<file path="config.mk">
export PLATFORM = sky130hd
export DESIGN_NAME = demux1x2_stream
export DESIGN_NICKNAME = d
export VERILOG_FILES = /design/src/rtl/demux1x2_stream.sv
export SDC_FILE = /design/constraint.sdc
export NUM_CORES = 1
export LEC_CHECK = 0
export CORE_MARGIN = 8
export CORE_UTILIZATION = 57
export CTS_BUF_LIST = sky130_fd_sc_hd__clkbuf_4 sky130_fd_sc_hd__clkbuf_8
export CTS_CLUSTER_SIZE = 24
export DETAILED_ROUTE_END_ITERATION = 6
export HOLD_SLACK_MARGIN = 0.15
export PLACE_DENSITY_LB_ADDON = 0.12
export SKIP_LAST_GASP = 1
export SLEW_MARGIN = 20
export SYNTH_ARGS = -nofsm -noshare
export SYNTH_HDL_FRONTEND = slang
export SYNTH_SLANG_ARGS = --single-unit
</file>
<file path="constraint.sdc">
create_clock -name clk -period 7.4 [get_ports clk]
set_input_delay 1.11 -clock clk [delete_from_list [all_inputs] [get_ports clk]]
set_output_delay 1.11 -clock clk [all_outputs]
set_load 0.01 [all_outputs]
</file>
<file path="src/rtl/demux1x2_stream.sv">
// rtl/demux1x2_stream.sv - registered 1:2 stream demux with per-output FWFT FIFOs and delivery counters
module demux1x2_stream #(
  parameter int WIDTH = 32,
  parameter int DEPTH = 2,
  parameter int CNT_W = 8
) (
  input  logic             clk,
  input  logic             rst_n,
  input  logic [WIDTH-1:0] D,
  input  logic             S,
  input  logic             in_valid,
  output logic             in_ready,
  output logic [WIDTH-1:0] F0,
  output logic             f0_valid,
  input  logic             f0_ready,
  output logic [WIDTH-1:0] F1,
  output logic             f1_valid,
  input  logic             f1_ready,
  output logic [CNT_W-1:0] cnt0,
  output logic [CNT_W-1:0] cnt1
);

  localparam int AW = $clog2(DEPTH);

  logic [WIDTH-1:0] mem_q  [2][DEPTH];
  logic [AW-1:0]    wptr_q [2];
  logic [AW-1:0]    rptr_q [2];
  logic [AW:0]      occ_q  [2];
  logic [AW:0]      occ_d  [2];
  logic [CNT_W-1:0] cnt_q  [2];

  logic [1:0] full;
  logic [1:0] valid;
  logic [1:0] push;
  logic [1:0] pop;
  logic [1:0] out_ready;

  // in_ready depends only on S and occupancy, so a same-cycle pop never frees a full FIFO
  always_comb begin
    out_ready = {f1_ready, f0_ready};
    for (int i = 0; i < 2; i++) begin
      full[i]  = (occ_q[i] == (AW+1)'(DEPTH));
      valid[i] = (occ_q[i] != '0);
      pop[i]   = valid[i] & out_ready[i];
    end
    in_ready = ~full[S];
    for (int i = 0; i < 2; i++) begin
      push[i]  = in_valid & in_ready & (S == 1'(i));
      occ_d[i] = occ_q[i];
      case ({push[i], pop[i]})
        2'b10:   occ_d[i] = occ_q[i] + (AW+1)'(1);
        2'b01:   occ_d[i] = occ_q[i] - (AW+1)'(1);
        default: occ_d[i] = occ_q[i];
      endcase
    end
  end

  always_ff @(posedge clk or negedge rst_n) begin
    if (!rst_n) begin
      for (int i = 0; i < 2; i++) begin
        wptr_q[i] <= '0;
        rptr_q[i] <= '0;
        occ_q[i]  <= '0;
        cnt_q[i]  <= '0;
      end
    end else begin
      for (int i = 0; i < 2; i++) begin
        occ_q[i] <= occ_d[i];
        if (push[i]) wptr_q[i] <= wptr_q[i] + AW'(1);
        if (pop[i]) begin
          rptr_q[i] <= rptr_q[i] + AW'(1);
          cnt_q[i]  <= cnt_q[i] + CNT_W'(1);
        end
      end
    end
  end

  // Storage is deliberately left out of reset; occupancy alone gates visibility.
  always_ff @(posedge clk) begin
    for (int i = 0; i < 2; i++) begin
      if (push[i]) mem_q[i][wptr_q[i]] <= D;
    end
  end

  assign f0_valid = valid[0];
  assign f1_valid = valid[1];
  assign F0       = valid[0] ? mem_q[0][rptr_q[0]] : '0;
  assign F1       = valid[1] ? mem_q[1][rptr_q[1]] : '0;
  assign cnt0     = cnt_q[0];
  assign cnt1     = cnt_q[1];

endmodule
</file>
==> impl_results.md <==
- Commonest non-fill, non-tap cells in the layout: 128 x edfxtp_1, 119 x clkdlybuf4s50_1, 70 x nor2_1, 64 x mux2i_1, 22 x dfrtp_1
- Gate count of the mapped netlist: 369
- Reg2Reg Depth: 3
- Synth Register Bits: 152
- Clk buf depth: 2
- F_max: 0.2742 GHz
- Ys flop type: edfxtp_1
- Clock transition at the registers of the reported paths: 0.07 ns
- P_leak: 2.861 nW
- Mean Syn Cell Area: 16.08 µm²
- Final WS setup: 3.754 ns
- YS warnings: 0
- Worst IR Drop VDD: 206.6 µV
- # rows: 37
- # DRC: 0
- GPL Wtd Cong: 0.7741
- Worst Hold Class: flip-flop to flip-flop
- Status: finished clean
- Final slew viol count: 0
- Routed len/inst: 18.46 µm
- Final Critical Period: 3.646 ns
- Largest net degree at the start of global routing: 34
- Worst Path Required: 6.29 ns
- CTS tree: yes
- Congestion Overflow GR: 0
- # IOs: 121
- Port Buffers: 120
- Final setup viols: 0
- Die Wd: 118.0 µm
- Total Power: 3.012 mW
- Most common cell after layout, fill and taps aside: edfxtp_1
- DIE HEIGHT: 118.0 µm
- CTS Sinks: 152
- Layout Area Growth over Synthesis: 29.00%
- Crit path DAT: 2.54 ns
- Skew-Pair Late Insertion Delay: 0.43 ns
- Post-layout nets: 535
- Initial DRT Pass Iterations: 4
- Post-CTS Setup Bufs: 0
- Synth Net Count: 411
- H-tree depth: 4
- RSZ-0062 raised after global routing: false
- Via/cell ratio: 5.176
- Pwr Density: 393.6 mW/mm²
- Antenna violations before repair: 0
- CP max FO: 19
- HPWL after detailed placement: 7499 µm
- Fin Clk Skew: 0.005830 ns
- DIE AREA: 0.01393 mm²
- DP Worst Slack: 3.862 ns
- Vias in the first global route: 3,648
- CP endpoint: F0[6]
- Post-CTS Hold Fix Bufs: 0
- Routed WL: 11,850 µm
- Number of max-cap violations: 0
- Gr usage total: 0.1780
- Seq/Total Area, Yosys: 0.7492
- FF-to-FF End: mem_q[0][99]$_DFFE_PP_
- Fin crit share: 0.4928
- Starting Density: 0.5798
- Via count: 3,323
- Crit end category: output port
- Initial drt markers: 219
- Slew headroom: 0.2624
- Crit path launch type: flip-flop
- Diode count: 0
- Antenna-violating nets left: 0
- First-pass GRT wire length: 19,120 µm
- Total CTS buffers: 17
- Area of the mapped netlist: 0.005932 mm²
- Asr flop ratio synth: 0.1579
- Hold_sp: cnt1[7]$_DFFE_PN0P_
- Post-Layout Cell Count: 642
- Post-CTS Resized: 0
- Share of cells above drive strength 1: 0.09486
- Post-synth EDFFs: 128
- Placed cell count: 610
- Final setup TNS: 0 ns
- Total core area: 0.01023 mm²
- Root buffer cell: clkbuf_8
- Worst setup path start: occ_q[2]$_DFFE_PN0P_
- R2r setup slk: 5.07 ns
- Distinct cell type count after synthesis: 19
- Worst flop-to-flop path startpoint: occ_q[0]$_DFFE_PN0P_
- Critical path type: flip-flop to output port
- Filler Cells Inserted: 671
- Hold Vio Cnt, Final: 0
- Slew @ Worst Pin: 1.104 ns
-- worst max-delay path: stages (launching register included) --
cell and delay, ns:
dfrtp_1 0.48, nor2_2 0.69, buf_4 0.34, nor2_1 0.08, clkdlybuf4s50_1 0.50
-- Yosys cell counts, types with 3 or more instances --
cell	instances	area [µm²]
dfrtp_1	24	600.6
nor2_1	76	285.3
mux2_2	3	33.78
nor3_1	4	20.02
xnor2_1	8	70.07
nand2_1	12	45.04
edfxtp_1	128	3844
inv_1	4	15.01
mux2i_1	64	640.6
xor2_1	16	140.1
buf_2	14	70.07
ha_1	4	50.05
-- final cells by class --
class	instances	area [µm²]	share of cell area
clock buffer	20	256.5	0.03352
clock inverter	12	127.6	0.01668
inverter	4	15.01	0.001962
multi-input combinational	197	1433	0.1872
sequential	152	4447	0.5811
tap	136	170.2	0.02224
timing repair buffer	121	1204	0.1573
-- flip-flops by register name, indices dropped and copies added, names as in the netlist --
register,cells
wptr_q,2
cnt1,8
mem_q,128
rptr_q,2
cnt0,8
occ_q,4
-- worst min-delay path by stage --
stage                                 end  slack (ns)  cells after the start
global placement      cnt1[7]$_DFFE_PN0P_        0.46                      1
finish                cnt1[7]$_DFFE_PN0P_        0.48                      1
global route          cnt1[7]$_DFFE_PN0P_        0.50                      1
detailed placement    cnt1[7]$_DFFE_PN0P_        0.46                      1
CTS                   cnt1[7]$_DFFE_PN0P_        0.47                      1
floorplan           wptr_q[0]$_DFFE_PN0N_        0.47                      1
-- power breakdown --
| group | internal [mW] | switching, mW |
|---|---|---|
| sequential | 1.09 | 0.197 |
| clock | 0.309 | 0.292 |
| combinational | 0.622 | 0.506 |
-- metrics by stage --
stage	hold slack [ns]	cell area (µm²)	utilization
after floorplan	0.4681	5932	-
after global placement	0.4551	7273	0.7109
after detailed placement	0.4592	7273	0.7109
after CTS	0.4736	7657	0.7484
after global routing	0.4953	7652	0.7480
final	0.4765	7652	0.7480
-- logic make-up after synthesis --
| logic type | share of synthesized area |
|---|---|
| flops | 0.7492 |
| simple gates | 0.06749 |
| mux | 0.1137 |
| xor+xnor | 0.03544 |
| buf+inv | 0.01603 |
| compound gates | 0.009702 |
| fa+ha+maj | 0.008437 |
-- routing by layer --
| layer | wire length [µm] | track usage | vias to the layer above | part of all wire |
|---|---|---|---|---|
| li1 | - | - | 1575 | - |
| met1 | 4719 | 0.1958 | 1639 | 0.40 |
| met3 | 758 | 0.06283 | 13 | 0.064 |
| met5 | 0 | 0 | - | 0 |
| met4 | 145 | 0.06485 | 0 | 0.012 |
| met2 | 6227 | 0.3112 | 96 | 0.53 |
Note: power is estimated with default switching activity, not from simulation.
